### config.mk
export PLATFORM = sky130hd
export DESIGN_NAME = ps2_led_cmd_sender_flat
export DESIGN_NICKNAME = d
export VERILOG_FILES = /design/src/rtl/ps2_led_cmd_sender_if.sv /design/src/rtl/ps2_led_cmd_sender.sv /design/src/flat_wrapper.sv
export SDC_FILE = /design/constraint.sdc
export NUM_CORES = 1
export LEC_CHECK = 0
export ABC_AREA = 1
export BUFFER_PORTS_ARGS = -buffer_cell sky130_fd_sc_hd__buf_2
export CELL_PAD_IN_SITES_DETAIL_PLACEMENT = 0
export CELL_PAD_IN_SITES_GLOBAL_PLACEMENT = 2
export CORE_ASPECT_RATIO = 1.5
export CORE_MARGIN = 2
export CORE_UTILIZATION = 32
export DETAILED_ROUTE_END_ITERATION = 8
export PLACE_DENSITY = 0.87
export SYNTH_ARGS = -nofsm -noshare
export SYNTH_HDL_FRONTEND = slang
export SYNTH_SLANG_ARGS = --single-unit
### constraint.sdc
create_clock -name CLOCK_50 -period 2.07 [get_ports CLOCK_50]
set_input_delay 0.1035 -clock CLOCK_50 [delete_from_list [all_inputs] [get_ports CLOCK_50]]
set_output_delay 0.1035 -clock CLOCK_50 [all_outputs]
set_load 0.02 [all_outputs]
### src/rtl/ps2_led_cmd_sender_if.sv
// rtl/ps2_led_cmd_sender_if.sv - request/controller bus for the PS/2 LED command sender
//
// Signals:
//   led_mask[2:0]                 requested LEDs (bit0 Scroll, bit1 Num, bit2 Caps)
//   update_req                    one-cycle request to write led_mask to the keyboard
//   command_was_sent              controller reports byte transmitted
//   error_communication_timed_out controller reports transmit failure
//   received_data[7:0]            byte received from the keyboard
//   received_data_en              one-cycle valid for received_data
//   the_command[7:0]              byte handed to the controller
//   send_command                  transmit request to the controller
//   busy                          sequence in progress
//   done                          one-cycle pulse, sequence acknowledged
//   error                         one-cycle pulse, sequence failed
// Modports: master drives requests and controller responses, slave is the sender.
interface ps2_led_cmd_sender_if;
  logic [2:0] led_mask;
  logic       update_req;
  logic       command_was_sent;
  logic       error_communication_timed_out;
  logic [7:0] received_data;
  logic       received_data_en;
  logic [7:0] the_command;
  logic       send_command;
  logic       busy;
  logic       done;
  logic       error;

  modport master (
    output led_mask, update_req, command_was_sent, error_communication_timed_out,
           received_data, received_data_en,
    input  the_command, send_command, busy, done, error
  );

  modport slave (
    input  led_mask, update_req, command_was_sent, error_communication_timed_out,
           received_data, received_data_en,
    output the_command, send_command, busy, done, error
  );
endinterface

### src/rtl/ps2_led_cmd_sender.sv
// rtl/ps2_led_cmd_sender.sv - writes the keyboard LED mask via the ED/mask/FA exchange
//
// Ports:
//   CLOCK_50  sole clock, rising edge
//   reset     asynchronous active-high reset
//   bus       ps2_led_cmd_sender_if.slave (request side and PS/2 controller side)
// Parameters:
//   ACK_TIMEOUT  clock cycles allowed for each keyboard response
//   MAX_RETRY    resends allowed per byte after an FE reply
// Build option:
//   PS2_LED_RETRY_EN  when defined, an FE reply resends the byte (up to MAX_RETRY
//                     times); otherwise an FE reply fails the sequence.
module ps2_led_cmd_sender #(
  parameter int ACK_TIMEOUT = 1000000,
  parameter int MAX_RETRY   = 3
) (
  input  logic                 CLOCK_50,
  input  logic                 reset,
  ps2_led_cmd_sender_if.slave  bus
);

  localparam int CW = (ACK_TIMEOUT > 1) ? $clog2(ACK_TIMEOUT) : 1;

  typedef enum logic [2:0] {
    S_IDLE,
    S_TX_ED,
    S_ACK_ED,
    S_TX_MASK,
    S_ACK_MASK
  } state_t;

  state_t        r_state;
  logic [2:0]    r_mask;
  logic [2:0]    r_shadow;
  logic          r_pending;
  logic [CW-1:0] r_ack_cnt;
  logic [7:0]    r_the_command;
  logic          r_send;
  logic          r_busy;
  logic          r_done;
  logic          r_error;

  logic          w_rx_fa;
  logic          w_rx_fe;
  logic          w_ack_expired;

  assign w_rx_fa       = bus.received_data_en && (bus.received_data == 8'hFA);
  assign w_rx_fe       = bus.received_data_en && (bus.received_data == 8'hFE);
  assign w_ack_expired = (r_ack_cnt == CW'(ACK_TIMEOUT - 1));

`ifdef PS2_LED_RETRY_EN
  localparam int RW = (MAX_RETRY > 0) ? $clog2(MAX_RETRY + 1) : 1;
  logic [RW-1:0] r_retry_cnt;
`endif

  always_ff @(posedge CLOCK_50 or posedge reset) begin
    if (reset) begin
      r_state       <= S_IDLE;
      r_mask        <= 3'b000;
      r_shadow      <= 3'b000;
      r_pending     <= 1'b0;
      r_ack_cnt     <= '0;
      r_the_command <= 8'h00;
      r_send        <= 1'b0;
      r_busy        <= 1'b0;
      r_done        <= 1'b0;
      r_error       <= 1'b0;
`ifdef PS2_LED_RETRY_EN
      r_retry_cnt   <= '0;
`endif
    end else begin
      r_done  <= 1'b0;
      r_error <= 1'b0;

      // Any request while a sequence is running (including the completing
      // cycle) is parked; the newest mask wins.
      if (r_state != S_IDLE && bus.update_req) begin
        r_pending <= 1'b1;
        r_shadow  <= bus.led_mask;
      end

      case (r_state)
        S_IDLE: begin
          if (bus.update_req || r_pending) begin
            r_mask        <= bus.update_req ? bus.led_mask : r_shadow;
            r_pending     <= 1'b0;
            r_the_command <= 8'hED;
            r_send        <= 1'b1;
            r_busy        <= 1'b1;
            r_state       <= S_TX_ED;
`ifdef PS2_LED_RETRY_EN
            r_retry_cnt   <= '0;
`endif
          end
        end

        S_TX_ED, S_TX_MASK: begin
          // A controller failure outranks a simultaneous sent indication.
          if (bus.error_communication_timed_out) begin
            r_send  <= 1'b0;
            r_error <= 1'b1;
            r_busy  <= 1'b0;
            r_state <= S_IDLE;
          end else if (bus.command_was_sent) begin
            r_send    <= 1'b0;
            r_ack_cnt <= '0;
            r_state   <= (r_state == S_TX_ED) ? S_ACK_ED : S_ACK_MASK;
          end
        end

        S_ACK_ED, S_ACK_MASK: begin
          if (w_rx_fa) begin
`ifdef PS2_LED_RETRY_EN
            r_retry_cnt <= '0;
`endif
            if (r_state == S_ACK_ED) begin
              r_the_command <= {5'b00000, r_mask};
              r_send        <= 1'b1;
              r_state       <= S_TX_MASK;
            end else begin
              r_done  <= 1'b1;
              r_busy  <= 1'b0;
              r_state <= S_IDLE;
            end
          end else if (w_rx_fe) begin
`ifdef PS2_LED_RETRY_EN
            if (r_retry_cnt == RW'(MAX_RETRY)) begin
              r_error <= 1'b1;
              r_busy  <= 1'b0;
              r_state <= S_IDLE;
            end else begin
              // the_command still holds the byte being answered.
              r_retry_cnt <= r_retry_cnt + 1'b1;
              r_send      <= 1'b1;
              r_state     <= (r_state == S_ACK_ED) ? S_TX_ED : S_TX_MASK;
            end
`else
            r_error <= 1'b1;
            r_busy  <= 1'b0;
            r_state <= S_IDLE;
`endif
          end else if (w_ack_expired) begin
            r_error <= 1'b1;
            r_busy  <= 1'b0;
            r_state <= S_IDLE;
          end else begin
            // Unrelated bytes (scan codes, F0) fall through here and do not
            // restart the response window.
            r_ack_cnt <= r_ack_cnt + 1'b1;
          end
        end

        default: begin
          r_send  <= 1'b0;
          r_busy  <= 1'b0;
          r_state <= S_IDLE;
        end
      endcase
    end
  end

  assign bus.the_command  = r_the_command;
  assign bus.send_command = r_send;
  assign bus.busy         = r_busy;
  assign bus.done         = r_done;
  assign bus.error        = r_error;

endmodule

### src/flat_wrapper.sv
// flat-port wrapper written by rule: the top's interface ports become plain ports
module ps2_led_cmd_sender_flat 
#(
  parameter int ACK_TIMEOUT = 1000000,
  parameter int MAX_RETRY   = 3
)
  (CLOCK_50, reset, bus_led_mask, bus_update_req, bus_command_was_sent, bus_error_communication_timed_out, bus_received_data, bus_received_data_en, bus_the_command, bus_send_command, bus_busy, bus_done, bus_error);
  ps2_led_cmd_sender_if bus_i ();
  input  logic CLOCK_50;
  input  logic reset;
  input wire logic [$bits(bus_i.led_mask)-1:0] bus_led_mask;
  input wire logic [$bits(bus_i.update_req)-1:0] bus_update_req;
  input wire logic [$bits(bus_i.command_was_sent)-1:0] bus_command_was_sent;
  input wire logic [$bits(bus_i.error_communication_timed_out)-1:0] bus_error_communication_timed_out;
  input wire logic [$bits(bus_i.received_data)-1:0] bus_received_data;
  input wire logic [$bits(bus_i.received_data_en)-1:0] bus_received_data_en;
  output wire logic [$bits(bus_i.the_command)-1:0] bus_the_command;
  output wire logic [$bits(bus_i.send_command)-1:0] bus_send_command;
  output wire logic [$bits(bus_i.busy)-1:0] bus_busy;
  output wire logic [$bits(bus_i.done)-1:0] bus_done;
  output wire logic [$bits(bus_i.error)-1:0] bus_error;
  assign bus_i.led_mask = bus_led_mask;
  assign bus_i.update_req = bus_update_req;
  assign bus_i.command_was_sent = bus_command_was_sent;
  assign bus_i.error_communication_timed_out = bus_error_communication_timed_out;
  assign bus_i.received_data = bus_received_data;
  assign bus_i.received_data_en = bus_received_data_en;
  assign bus_the_command = bus_i.the_command;
  assign bus_send_command = bus_i.send_command;
  assign bus_busy = bus_i.busy;
  assign bus_done = bus_i.done;
  assign bus_error = bus_i.error;
  ps2_led_cmd_sender #(.ACK_TIMEOUT(ACK_TIMEOUT), .MAX_RETRY(MAX_RETRY)) u_core (.CLOCK_50(CLOCK_50), .reset(reset), .bus(bus_i));
endmodule
==> Word-level counts from Yosys, hierarchy flattened <==
Index checks and enable logic that the tools add are counted.
{ "word_totals": {"ff_bits": 42, "elab_cells": 89} }
{ "op_classes": {"add_sub_neg": 1, "n_eq_ne": 19, "n_mux": 43, "reduce_logical": 16} }
{ "op_table": {"columns": ["operator", "n"], "rows": [
  ["20-bit two-way mux", 5],
  ["20-bit one-hot mux with 2 select lines", 1],
  ["3-bit two-way mux", 8],
  ["8-bit two-way mux", 3],
  ["20-bit by 1-bit adder with 20-bit output (second input constant)", 1],
  ["20-bit == test (second input constant)", 1],
  ["1-bit two-way mux", 20],
  ["8-bit == test (second input constant)", 2],
  ["8-bit one-hot mux with 2 select lines", 1],
  ["2-bit != test (second input constant)", 6],
  ["4-bit AND reduction", 3],
  ["3-bit one-hot mux with 3 select lines", 1],
  ["3-bit by 2-bit == test with 1-bit output (second input constant)", 2],
  ["2-bit by 1-bit != test with 1-bit output (second input constant)", 3],
  ["3-bit != test (second input constant)", 2],
  ["1-bit one-hot mux with 3 select lines", 2],
  ["6-bit AND reduction", 1],
  ["4-bit by 1-bit != test with 1-bit output (second input constant)", 1],
  ["2-bit nonzero test", 2],
  ["2-bit OR reduction", 2],
  ["3-bit by 1-bit == test with 1-bit output (second input constant)", 1],
  ["3-bit == test (second input constant)", 1],
  ["1-bit logical AND", 3],
  ["3-bit zero test", 1],
  ["other kinds (6)", 6]
]} }

==> Longest topological paths before layout <==
{ "logic_depth": {"ltp_word": 5, "mapped_depth": 11} }

==> Least setup slack after synthesis <==
OpenSTA, ideal clock, no wires.
{ "synth_timing": {"kind": "register -> register", "startpoint": "register u_core.r_ack_cnt[0]", "endpoint": "register u_core.r_ack_cnt[0]", "setup_time_ns": 0.117, "arrival_time_ns": 1.388, "required_time_ns": 1.953, "setup_slack_ns": 0.565, "path_stages_with_launch": 10, "path_cell_list": "dfrtp_1 > ha_1 > nand3_2 > nor2_1 > nand3_2 > nand3_4 > nand2_4 > buf_6 > nand3_1 > nand2_1"} }
{ "synth_via": {"elab_chain_cells": 5, "word_cells_on_any_way": 8, "classes_between": "add/sub (1); eq/ne (2); mux (4); reduce/logical (1)"} }
{ "synth_rtl": {"columns": ["item", "line", "text"], "rows": [
  ["from (decl)", "ps2_led_cmd_sender.sv:36", "logic [CW-1:0] r_ack_cnt;"],
  ["from (signal assigned)", "ps2_led_cmd_sender.sv:149", "r_ack_cnt <= r_ack_cnt + 1'b1;"],
  ["20-bit by 1-bit adder with 20-bit output", "ps2_led_cmd_sender.sv:149", null],
  ["20-bit two-way mux", "ps2_led_cmd_sender.sv:142", "end else if (w_ack_expired) begin"],
  ["20-bit two-way mux", "ps2_led_cmd_sender.sv:125", "end else if (w_rx_fe) begin"],
  ["20-bit two-way mux", "ps2_led_cmd_sender.sv:112", "if (w_rx_fa) begin"],
  ["20-bit one-hot mux with 2 select lines", "ps2_led_cmd_sender.sv:82", "case (r_state)"]
]} }
Several ways; a longest one is shown, not always the timed one. The select of a mux whose other input is x is not followed.
A chain may end at the register's enable or synchronous reset.

==> Worst setup path after layout <==
{ "layout_timing": {"startpoint": "register u_core.r_ack_cnt[0]", "endpoint": "register u_core.r_ack_cnt[10]"} }
The elaborated chain is that of the path after synthesis.

==> run_results.csv <==
group,metric,value,unit
global_route,grt_pass1_wl,10600,um
clock_network,post-cts-setup-buffer-count,0,
routing,firstDrtPassIters,4,
critical_path,r2r_end,"u_core.r_ack_cnt[10]$_DFFE_PP0P_",
critical_path,worstPathRequired,2260,ps
critical_path,critPathMaxStageDelay,430,ps
critical_path,critPathKind,"register to register",
clock_network,cts_root_buffer,"clkbuf_8",
logic_synthesis,syn-cell-area,0.00236,mm2
final_layout,nets,385,
clock_network,clkLatencyLatePin,300,ps
routing,wl_per_cell,13.4,um
sta,period_share,84.9,%
global_route,antenna_found_initial,0,
worst_hold_path,holdPathEnd,"u_core.r_shadow[2]$_DFFE_PP0P_",
die,io_pins,29,
clock_network,cts_max_level,2,
logic_synthesis,async_reset_ff_share,100,%
power,ir_drop,0.984,mV
critical_path,cp-start-kind,"register",
final_layout,fillers,790,
global_route,grt_max_degree,39,
worst_hold_path,hold_path.class,"input pin to register",
sta,max_freq,569,MHz
sta,finalSetupViolations,0,
critical_path,crit_path_end_kind,"register",
final_layout,utilization,37.6,%
logic_synthesis,syn-num-nets,356,
worst_hold_path,holdPathStages,2,
sta,slew_viol_final,0,
clock_network,cts.sinks,38,
final_layout,antenna_cells,0,
critical_path,path_cells,"ha_1, nand3_2, nor2_1, nand3_2, nand3_4, nand2_4, nand2_1, o21ai_2",
logic_synthesis,yosys_warnings,0,
critical_path,cp_common_cell,"nand3_2",
global_route,grt_pass1_vias,2185,
sta,fin_crit,1760,ps
clock_network,clk_pin_slew,80,ps
logic_synthesis,netlist_top_cells_area,"dfrtp_1 (40%), nand2_1 (17%), nand3_1 (8.1%)",
placed_design,dp.cells,459,
logic_synthesis,ys.flop_type,"dfrtp_1",
placed_design,io_buffers,27,
clock_network,cts_tree,"built",
routing,vias_per_cell,4.54,
logic_synthesis,synth_top_area_share,40.4,%
global_route,grt_overflow_total,0,
worst_hold_path,min_from,"bus_led_mask[2]",
routing,finalWirelength,6260,um
placed_design,place_congestion,0.783,
status,outcome,"completed",
die,die_area,0.00808,mm2
sta,slew_headroom,57.0,%
critical_path,reg2reg_slack,310,ps
final_layout,layout-drive-gt1-share,18.2,%
sta,final-hold-violation-count,0,
die,start_util,32.8,%
placed_design,hpwl,4600,um
clock_network,hold_buffers,1,
power,p_per_area,988,mW/mm2
critical_path,crit_fanout,25,
global_route,grt_util_all_layers,17.6,%
logic_synthesis,syn_avg_cell_area,6.97,um2
routing,antenna_left,0,
sta,finClkSkew,5.92,ps
final_layout,multi_input_area,0.00118,mm2
critical_path,critPathArrivalTime,1950,ps
critical_path,worstReg2RegStart,"u_core.r_ack_cnt[0]$_DFFE_PP0P_",
logic_synthesis,seq_area_frac_synth,40.4,%
routing,drtIter0Drc,89,
routing,vias,2125,
die,fp-row-count,38,
logic_synthesis,synthTopCellsByCount,"nand2_1 (108), nor2_1 (43), dfrtp_1 (38), nand3_1 (38), inv_1 (32)",
logic_synthesis,yosys.area.top_type,"dfrtp_1",
final_layout,seq_area,951,um2
critical_path,crit_slowest_cell,"dfrtp_1",
logic_synthesis,synth_most_common_cell,"nand2_1",
clock_network,cts_buffers,5,
clock_network,clock_path_buffers,2,
clock_network,cts-resized-gates,0,
run,drv_cap,0,
logic_synthesis,synth_cells,338,
routing,route.detailed.drc,0,
die,die_y,109,um
die,core-area,0.00718,mm2
logic_synthesis,synth_seq_cells,38,
die,die_w,74.1,um
logic_synthesis,synth_edf_count,0,
power,p_leak,1.28,nW
final_layout,fin_cells,468,
sta,max_slew.worst_pin.slew,641,ps
sta,fin_tns_setup,0,ps
final_layout,area_growth,14.6,%
logic_synthesis,synth_cell_types,32,
sta,rsz0062_at_grt,"no",
critical_path,reg2regPathDepth,8,
[where the power goes]
group / switching, mW / internal, mW
sequential: 0.103 / 0.907
clock: 0.298 / 0.359
combinational: 0.702 / 0.298
[how the worst max path moves through the flow]
stage | endpoint | depth (start not counted) | startpoint | slack, ps
detailed placement | u_core.r_ack_cnt[10]$_DFFE_PP0P_ | 8 | u_core.r_ack_cnt[0]$_DFFE_PP0P_ | 320
global route | u_core.r_ack_cnt[14]$_DFFE_PP0P_ | 10 | u_core.r_ack_cnt[0]$_DFFE_PP0P_ | 170
CTS | u_core.r_ack_cnt[10]$_DFFE_PP0P_ | 8 | u_core.r_ack_cnt[0]$_DFFE_PP0P_ | 290
global placement | u_core.r_ack_cnt[3]$_DFFE_PP0P_ | 8 | u_core.r_ack_cnt[0]$_DFFE_PP0P_ | 340
floorplan | u_core.r_ack_cnt[0]$_DFFE_PP0P_ | 9 | u_core.r_ack_cnt[0]$_DFFE_PP0P_ | 560
finish | u_core.r_ack_cnt[10]$_DFFE_PP0P_ | 8 | u_core.r_ack_cnt[0]$_DFFE_PP0P_ | 310
[per-stage QoR]
stage | area (um2) | setup WS (ps) | hold slack, ps | power [mW]
6_report | 2700 | 313 | 47.9 | 2.67
5_1_grt | 2700 | 170 | 39.0 | 2.85
4_1_cts | 2700 | 295 | 34.3 | 2.72
3_5_place_dp | 2570 | 324 | 257 | 2.04
2_1_floorplan | 2360 | 565 | 249 | 1.78
3_3_place_gp | 2570 | 339 | 260 | 2.03
[cell families (layout without fill, tap and decap cells)]
kind of cell    count (synthesis)  count (layout)  share of synthesized area [%]
other cells                     1               1                          0.159
flops                          38              38                           40.4
mux                             2               2                          0.903
compound gates                 35              35                           8.66
xor+xnor                        1               1                          0.372
fa+ha+maj                       1               1                          0.531
buf+inv                        49              79                           9.72
simple gates                  211             211                           39.3
[critical path, delay by kind of cell, from the launching register on]
family,cells,cell delay (ps)
and+or+nand+nor,6,910
DFF,1,430
adders and majority gates,1,230
AOI/OAI and AO/OA,1,60
[layout by cell type (no fill, tap or decap), types with 2 or more instances in the layout]
master / instances
buf_2: 27
nor2_2: 5
inv_2: 3
nor2_1: 43
o21ai_2: 5
nand3_1: 38
buf_4: 7
nand3_2: 4
clkbuf_8: 5
clkinvlp_4: 2
nand2_1: 108
nand2_2: 3
nor3_1: 3
o21ai_0: 16
dfrtp_1: 38
a21oi_1: 9
nand4_1: 4
inv_1: 32
[final cells by class]
cell class / instances / area share (%)
Clock buffer: 5 / 2.55
Clock inverter: 3 / 1.67
Inverter: 36 / 5.01
Multi-Input combinational cell: 251 / 43.6
Sequential cell: 38 / 35.2
Tap cell: 100 / 4.64
Timing Repair Buffer: 35 / 7.32
[per-layer routing]
metal  routed length [um]  up-vias  global-route usage, %
met3                  129        8                   2.87
met4                  122        0                   7.79
met2                 3550       25                   33.2
met5                    0        -                      0
met1                 2450      971                   18.4
li1                     -     1121                      -
[flip-flops by register name, indices dropped and copies added, names as in the netlist]
name	count
u_core.r_shadow	3
u_core.r_state	3
u_core.r_ack_cnt	20
u_core.bus.send_command	1
u_core.bus.error	1
u_core.bus.busy	1
u_core.bus.the_command	4
u_core.bus.done	1
u_core.r_mask	3
u_core.r_pending	1
Power figures use the tool's default switching activity.
